File: src/rtl/usb_fs_pkg.sv
// Shared types and constants for the full-speed USB receive path.
package usb_fs_pkg;

    // Encodings are the raw {dp, dm} line sample.
    typedef enum logic [1:0] {
        LS_SE0 = 2'b00,
        LS_K   = 2'b01,
        LS_J   = 2'b10,
        LS_SE1 = 2'b11
    } line_state_e;

    typedef enum logic [2:0] {
        ST_IDLE,
        ST_PID,
        ST_DATA,
        ST_EOP,
        ST_ERR
    } rx_state_e;

    // Hunt register shifts in at the LSB, so the first wire bit ends up in bit 7.
    localparam logic [7:0] SYNC_PATTERN = 8'b0000_0001;

    localparam int ERR_PID   = 0;
    localparam int ERR_STUFF = 1;
    localparam int ERR_LEN   = 2;

    localparam int STUFF_RUN = 6;

    function automatic logic pid_ok(input logic [7:0] pid_byte);
        return pid_byte[7:4] == ~pid_byte[3:0];
    endfunction

endpackage

File: src/rtl/usb_nrzi_unstuff.sv
// NRZI decoder with bit-unstuffing; outputs are valid in the strobe cycle.
module usb_nrzi_unstuff
    import usb_fs_pkg::*;
(
    input  logic        clk,
    input  logic        srst,
    input  logic        stb_i,
    input  line_state_e line_i,
    input  logic        unstuff_en_i,
    output logic        bit_o,
    output logic        bit_vld_o,
    output logic        stuff_err_o
);

    line_state_e prev_q, prev_d;
    logic [2:0]  ones_q, ones_d;
    logic        is_jk;
    logic        stuffed;

    always_comb begin
        is_jk       = (line_i == LS_J) || (line_i == LS_K);
        // Run length keeps counting while hunting so the SYNC's trailing 1 counts.
        stuffed     = unstuff_en_i && (ones_q == 3'(STUFF_RUN));
        bit_o       = (line_i == prev_q);
        bit_vld_o   = stb_i && is_jk && !stuffed;
        stuff_err_o = stb_i && is_jk && stuffed && bit_o;

        prev_d = prev_q;
        ones_d = ones_q;
        if (stb_i) begin
            if (!is_jk) begin
                ones_d = '0;
            end else begin
                prev_d = line_i;
                if (stuffed || !bit_o) begin
                    ones_d = '0;
                end else if (ones_q != 3'(STUFF_RUN)) begin
                    ones_d = ones_q + 3'd1;
                end
            end
        end
    end

    always_ff @(posedge clk) begin
        if (srst) begin
            prev_q <= LS_J;
            ones_q <= '0;
        end else begin
            prev_q <= prev_d;
            ones_q <= ones_d;
        end
    end

endmodule

File: src/rtl/usb_fs_rx_ctrl.sv
// Full-speed USB packet receiver: SYNC hunt, PID check, byte assembly, EOP and error recovery.
module usb_fs_rx_ctrl
    import usb_fs_pkg::*;
#(
    parameter int MAX_BYTES = 1027
) (
    input  logic        UTMI_clk,
    input  logic        Rst,
    input  logic        rx_en_i,
    input  logic        bit_stb_i,
    input  logic        dp_i,
    input  logic        dm_i,
    output logic        rx_active_o,
    output logic [7:0]  rx_data_o,
    output logic        rx_valid_o,
    output logic [3:0]  pid_o,
    output logic        pid_valid_o,
    output logic [10:0] byte_cnt_o,
    output logic        eop_o,
    output logic [2:0]  err_o
);

    rx_state_e   state_q, state_d;
    logic [7:0]  hunt_q, hunt_d;
    logic [3:0]  hunt_cnt_q, hunt_cnt_d;
    logic [7:0]  shift_q, shift_d;
    logic [2:0]  bit_cnt_q, bit_cnt_d;
    logic [10:0] byte_cnt_q, byte_cnt_d;
    logic [2:0]  err_q, err_d;
    logic [7:0]  rx_data_q, rx_data_d;
    logic [3:0]  pid_q, pid_d;
    logic [2:0]  j_cnt_q, j_cnt_d;
    logic        rx_valid_q, rx_valid_d;
    logic        pid_valid_q, pid_valid_d;
    logic        eop_q, eop_d;

    line_state_e line;
    logic        unstuff_en;
    logic        dec_bit;
    logic        dec_vld;
    logic        dec_stuff_err;
    logic [7:0]  hunt_nxt;
    logic [7:0]  byte_nxt;

    assign line       = line_state_e'({dp_i, dm_i});
    assign unstuff_en = (state_q == ST_PID) || (state_q == ST_DATA);
    assign hunt_nxt   = {hunt_q[6:0], dec_bit};
    assign byte_nxt   = {dec_bit, shift_q[7:1]};

    usb_nrzi_unstuff u_nrzi (
        .clk          (UTMI_clk),
        .srst         (Rst),
        .stb_i        (bit_stb_i),
        .line_i       (line),
        .unstuff_en_i (unstuff_en),
        .bit_o        (dec_bit),
        .bit_vld_o    (dec_vld),
        .stuff_err_o  (dec_stuff_err)
    );

    always_comb begin
        state_d     = state_q;
        hunt_d      = hunt_q;
        hunt_cnt_d  = hunt_cnt_q;
        shift_d     = shift_q;
        bit_cnt_d   = bit_cnt_q;
        byte_cnt_d  = byte_cnt_q;
        err_d       = err_q;
        rx_data_d   = rx_data_q;
        pid_d       = pid_q;
        j_cnt_d     = j_cnt_q;
        rx_valid_d  = 1'b0;
        pid_valid_d = 1'b0;
        eop_d       = 1'b0;

        // Hunting restarts from scratch every time IDLE is re-entered.
        if (state_q != ST_IDLE) begin
            hunt_d     = '0;
            hunt_cnt_d = '0;
        end
        if (state_q != ST_ERR) begin
            j_cnt_d = '0;
        end

        if (!rx_en_i) begin
            state_d    = ST_IDLE;
            hunt_d     = '0;
            hunt_cnt_d = '0;
        end else if (bit_stb_i) begin
            case (state_q)
                ST_IDLE: begin
                    if (dec_vld) begin
                        hunt_d = hunt_nxt;
                        if (hunt_cnt_q != 4'd8) begin
                            hunt_cnt_d = hunt_cnt_q + 4'd1;
                        end
                        if (hunt_cnt_q >= 4'd7 && hunt_nxt == SYNC_PATTERN) begin
                            state_d    = ST_PID;
                            err_d      = '0;
                            byte_cnt_d = '0;
                            bit_cnt_d  = '0;
                        end
                    end
                end
                ST_PID, ST_DATA: begin
                    if (line == LS_SE0) begin
                        if (bit_cnt_q != 3'd0) begin
                            err_d[ERR_STUFF] = 1'b1;
                            state_d          = ST_ERR;
                        end else begin
                            state_d = ST_EOP;
                        end
                    end else if (line == LS_SE1 || dec_stuff_err) begin
                        err_d[ERR_STUFF] = 1'b1;
                        state_d          = ST_ERR;
                    end else if (dec_vld) begin
                        shift_d   = byte_nxt;
                        bit_cnt_d = bit_cnt_q + 3'd1;
                        if (bit_cnt_q == 3'd7) begin
                            if (byte_cnt_q == 11'(MAX_BYTES)) begin
                                err_d[ERR_LEN] = 1'b1;
                                state_d        = ST_ERR;
                            end else begin
                                rx_valid_d = 1'b1;
                                rx_data_d  = byte_nxt;
                                byte_cnt_d = byte_cnt_q + 11'd1;
                                state_d    = ST_DATA;
                                if (state_q == ST_PID) begin
                                    if (pid_ok(byte_nxt)) begin
                                        pid_d       = byte_nxt[3:0];
                                        pid_valid_d = 1'b1;
                                    end else begin
                                        err_d[ERR_PID] = 1'b1;
                                    end
                                end
                            end
                        end
                    end
                end
                ST_EOP: begin
                    case (line)
                        LS_J: begin
                            eop_d   = 1'b1;
                            state_d = ST_IDLE;
                        end
                        LS_SE0:  state_d = ST_EOP;
                        default: state_d = ST_ERR;
                    endcase
                end
                ST_ERR: begin
                    if (line == LS_J) begin
                        if (j_cnt_q == 3'd7) begin
                            state_d = ST_IDLE;
                        end else begin
                            j_cnt_d = j_cnt_q + 3'd1;
                        end
                    end else begin
                        j_cnt_d = '0;
                    end
                end
                default: state_d = ST_IDLE;
            endcase
        end
    end

    always_ff @(posedge UTMI_clk) begin
        if (Rst) begin
            state_q     <= ST_IDLE;
            hunt_q      <= '0;
            hunt_cnt_q  <= '0;
            shift_q     <= '0;
            bit_cnt_q   <= '0;
            byte_cnt_q  <= '0;
            err_q       <= '0;
            rx_data_q   <= '0;
            pid_q       <= '0;
            j_cnt_q     <= '0;
            rx_valid_q  <= 1'b0;
            pid_valid_q <= 1'b0;
            eop_q       <= 1'b0;
        end else begin
            state_q     <= state_d;
            hunt_q      <= hunt_d;
            hunt_cnt_q  <= hunt_cnt_d;
            shift_q     <= shift_d;
            bit_cnt_q   <= bit_cnt_d;
            byte_cnt_q  <= byte_cnt_d;
            err_q       <= err_d;
            rx_data_q   <= rx_data_d;
            pid_q       <= pid_d;
            j_cnt_q     <= j_cnt_d;
            rx_valid_q  <= rx_valid_d;
            pid_valid_q <= pid_valid_d;
            eop_q       <= eop_d;
        end
    end

    assign rx_active_o = (state_q == ST_PID) || (state_q == ST_DATA) || (state_q == ST_EOP);
    assign rx_data_o   = rx_data_q;
    assign rx_valid_o  = rx_valid_q;
    assign pid_o       = pid_q;
    assign pid_valid_o = pid_valid_q;
    assign byte_cnt_o  = byte_cnt_q;
    assign eop_o       = eop_q;
    assign err_o       = err_q;

endmodule

File: config.mk
export PLATFORM = sky130hd
export DESIGN_NAME = usb_fs_rx_ctrl
export DESIGN_NICKNAME = d
export VERILOG_FILES = /design/src/rtl/usb_fs_pkg.sv /design/src/rtl/usb_nrzi_unstuff.sv /design/src/rtl/usb_fs_rx_ctrl.sv
export SDC_FILE = /design/constraint.sdc
export NUM_CORES = 1
export LEC_CHECK = 0
export BUFFER_PORTS_ARGS = -buffer_cell sky130_fd_sc_hd__buf_4
export CORE_MARGIN = 2
export CORE_UTILIZATION = 43
export DETAILED_ROUTE_END_ITERATION = 7
export GPL_TIMING_DRIVEN = 0
export PLACE_DENSITY = 0.73
export SLEW_MARGIN = 10
export SYNTH_ARGS = -nofsm -noshare
export SYNTH_HDL_FRONTEND = slang
export SYNTH_SLANG_ARGS = --single-unit
File: constraint.sdc
create_clock -name UTMI_clk -period 2.15 [get_ports UTMI_clk]
set_input_delay 0.3225 -clock UTMI_clk [delete_from_list [all_inputs] [get_ports UTMI_clk]]
set_output_delay 0.3225 -clock UTMI_clk [all_outputs]
set_load 0.05 [all_outputs]
==> impl_metrics.csv <==
group,metric,value,unit
run_status,status,"finished with violations",
run_status,violations,"negative setup slack",
floorplan,rows,30,
clock_tree,clkSinkCount,61,
detailed_routing,vias_per_cell,5.461,
layout,n_antenna_cell,0,
detailed_routing,routed_wl,7990,um
floorplan,die_h,88.23,um
clock_tree,clkSlewWorstSetupHoldPaths,0.07,ns
timing,worst_slack,-0.01527,ns
synthesis,syn_inst,384,
synthesis,synth_compound_area_share,17.23,%
synthesis,synth-adder-area-share,6.071,%
synthesis,synth_nets,404,
layout,syn2layout_area_growth,28.59,%
clock_tree,ctsLongestPathBuffers,2,
global_routing,gr-total-overflow,0,
setup_path,crit_path_top_delay_cell,"or4_4",
timing,maxSlewHeadroom,63.67,%
global_routing,grt_usage,20.66,%
synthesis,synthMuxAreaShare,3.610,%
layout,multiInputGateArea,1857,um^2
layout,finalNetCount,462,
power,ir_drop,0.4434,mV
timing,whs,0.2887,ns
place,gp_congestion,0.9164,
synthesis,synthSimpleGateAreaFrac,25.80,%
floorplan,io_pins,36,
floorplan,start_util,44.65,%
synthesis,yosys_warnings,0,
timing,tightest_slew,0.5449,ns
synthesis,ys.flop_type,"dfxtp_1",
clock_tree,numCtsBuffers,9,
floorplan,fp.coreArea,6832,um^2
setup_path,cp_max_fo,5,
layout,fin_cells,542,
detailed_routing,drt_iter0_markers,216,
setup_path,crit_path_start_kind,"flop",
synthesis,synth_edf_count,0,
global_routing,grt_pass1_wl,12410,um
timing,rsz0062_at_grt,"true",
setup_path,r2r_slack,-0.02,ns
place,post-place-ws,-0.3997,ns
setup_path,crit_chain,"xnor2_1 > or4_4 > a2111o_1 > or4_4 > mux2i_1 > nor2_1",
floorplan,dieArea,7784,um^2
global_routing,grt_max_degree,12,
timing,drv_slew,0,
setup_path,crit_type,"reg2reg",
setup_path,max_stage_delay,0.49,ns
synthesis,synth_area_per_cell,7.944,um^2
timing,finalHoldViolations,0,
layout,drive_gt1_share,24.89,%
min_path,hold_class,"in2reg",
detailed_routing,drc,0,
global_routing,antenna_found_initial,0,
timing,clock-skew-final,0.007853,ns
layout,seq_area,1234,um^2
global_routing,grt_pass1_vias,2687,
power,p_leak,1.536,nW
synthesis,synth_top_family_by_area,"simple AND/OR/NAND/NOR gates",
synthesis,synth-seq-area-share,40.03,%
detailed_routing,num_vias,2960,
setup_path,worst_ep_arrival_time,2.38,ns
synthesis,synth_async_sr_flop_share,0,%
clock_tree,clock_latency,0.35,ns
power,finalPower,2.250,mW
setup_path,critical_path_required,2.36,ns
setup_path,endpoint_kind,"flop",
floorplan,die_w,88.23,um
place,io_buffer_count,35,
timing,min_period_over_period,100.7,%
synthesis,ys_ff_latch,61,
flow_run,drv_cap,0,
setup_path,cp_common_cell,"or4_4",
clock_tree,tritoncts,"built",
clock_tree,root_buffer,"clkbuf_8",
clock_tree,holdBufCountCts,0,
place,dpl.hpwl,5445,um
timing,finalSetupViolCount,4,
synthesis,synth_xor_area_share,2.871,%
detailed_routing,dr.pass1.iters,4,
synthesis,synthDistinctLibCells,48,
power,powerDensity,573.6,nW/um^2
detailed_routing,postRouteAntennaNets,0,
synthesis,syn_area,3050,um^2
detailed_routing,wl_per_cell,14.74,um
clock_tree,cts-htree-levels,3,
place,place_inst,515,
layout,fillerInstances,623,
timing,max_clock_freq,0.4618,GHz
timing,timing.final.crit_period,2.165,ns
==> routing by layer <==
| metal | vias up | track usage [%] | wire length [um] |
|---|---|---|---|
| li1 | 1447 | - | - |
| met1 | 1418 | 25.20 | 3489 |
| met2 | 84 | 35.20 | 4003 |
| met3 | 11 | 4.664 | 390 |
| met4 | 0 | 8.540 | 106 |
| met5 | - | 0 | 0 |
==> layout by cell type (no fill, tap or decap), types with 5 or more instances in the layout <==
cell	n
a21oi_1	32
and3_1	6
buf_4	48
clkbuf_1	8
clkbuf_8	9
dfxtp_1	53
dfxtp_2	7
ha_1	10
inv_1	12
mux2i_1	11
nand2_1	57
nand3_1	9
nor2_1	40
nor2b_1	7
nor3_1	5
o21ai_0	22
o21ai_1	12
xnor2_1	7
==> cells by family after synthesis <==
kind of cell	count (synthesis)
AOI/OAI and AO/OA	90
xor gates and xnor gates	10
adders and majority gates	15
buffers and inverters	33
DFF	61
muxes	11
and+or+nand+nor	164
==> stage by stage <==
step	setup TNS, ns	utilization, %	area [um^2]
5_1_grt	-0.3481	57.42	3923
4_1_cts	-0.05518	54.95	3754
3_5_place_dp	-10.92	50.81	3471
2_1_floorplan	-0.001098	-	3088
3_3_place_gp	-9.792	50.81	3471
6_report	-0.03395	57.42	3923
==> flip-flops by register name, summed over array words and instances (netlist names) <==
name	flops
byte_cnt_o	11
rx_data_o	8
eop_o	1
hunt_cnt_q	4
pid_valid_o	1
j_cnt_q	3
rx_valid_o	1
u_nrzi.prev_q	2
shift_q	7
hunt_q	7
err_o	3
pid_o	4
state_q	3
bit_cnt_q	3
u_nrzi.ones_q	3
==> area by class of cell <==
| cell class | instances | area share (%) |
|---|---|---|
| plain buffers | 15 | 1.882 |
| well taps | 96 | 3.062 |
| flip-flops and latches | 61 | 31.45 |
| multi-input cells | 290 | 47.34 |
| repair buffers | 51 | 10.27 |
| inverters | 14 | 1.404 |
| clock buffers | 10 | 3.254 |
| clock inverters | 5 | 1.340 |
==> path summary, 6_finish.rpt <==
| path | start | end | cells after the start |
|---|---|---|---|
| worst max-delay path | shift_q[2] | pid_o[3] | 6 |
| worst min-delay path | dm_i | u_nrzi.prev_q[0] | 3 |
| worst max register to register | shift_q[2] | pid_o[3] | 6 |
| worst min register to register | err_o[1] | err_o[1] | 2 |
==> critical path: cells and delay by family, from the launching register on <==
kind,cells,cell delay (ns)
simple gates,3,0.96
compound gates,1,0.40
flops,1,0.35
mux,1,0.17
xor+xnor,1,0.14
==> synthesized netlist by cell type (8+ instances only) <==
| cell type | count | area (um^2) |
|---|---|---|
| dfxtp_1 | 61 | 1221 |
| a21oi_1 | 36 | 180.2 |
| ha_1 | 14 | 175.2 |
| nand3_1 | 10 | 50.05 |
| nand2_1 | 58 | 217.7 |
| nor2_1 | 41 | 153.9 |
| xnor2_1 | 8 | 70.07 |
| o21ai_0 | 29 | 145.1 |
| clkbuf_1 | 12 | 45.04 |
| inv_1 | 13 | 48.80 |
| mux2i_1 | 11 | 110.1 |
==> where the power goes <==
part / leakage, nW / internal, mW / total [mW] / switching, mW
sequential: 0.496 / 1.13 / 1.14 / 0.00525
clock: 0.0919 / 0.522 / 0.976 / 0.453
combinational: 0.949 / 0.0453 / 0.135 / 0.0900
==> what timing repair did <==
| action | CTS | global route |
|---|---|---|
| buffers inserted | 8 | 7 |
| gates cloned | 0 | 1 |
| pin swaps | 6 | 9 |
| setup endpoints to repair | 34 | 38 |
| gates resized for setup | 14 | 39 |
Note: power is estimated with default switching activity, not from simulation.
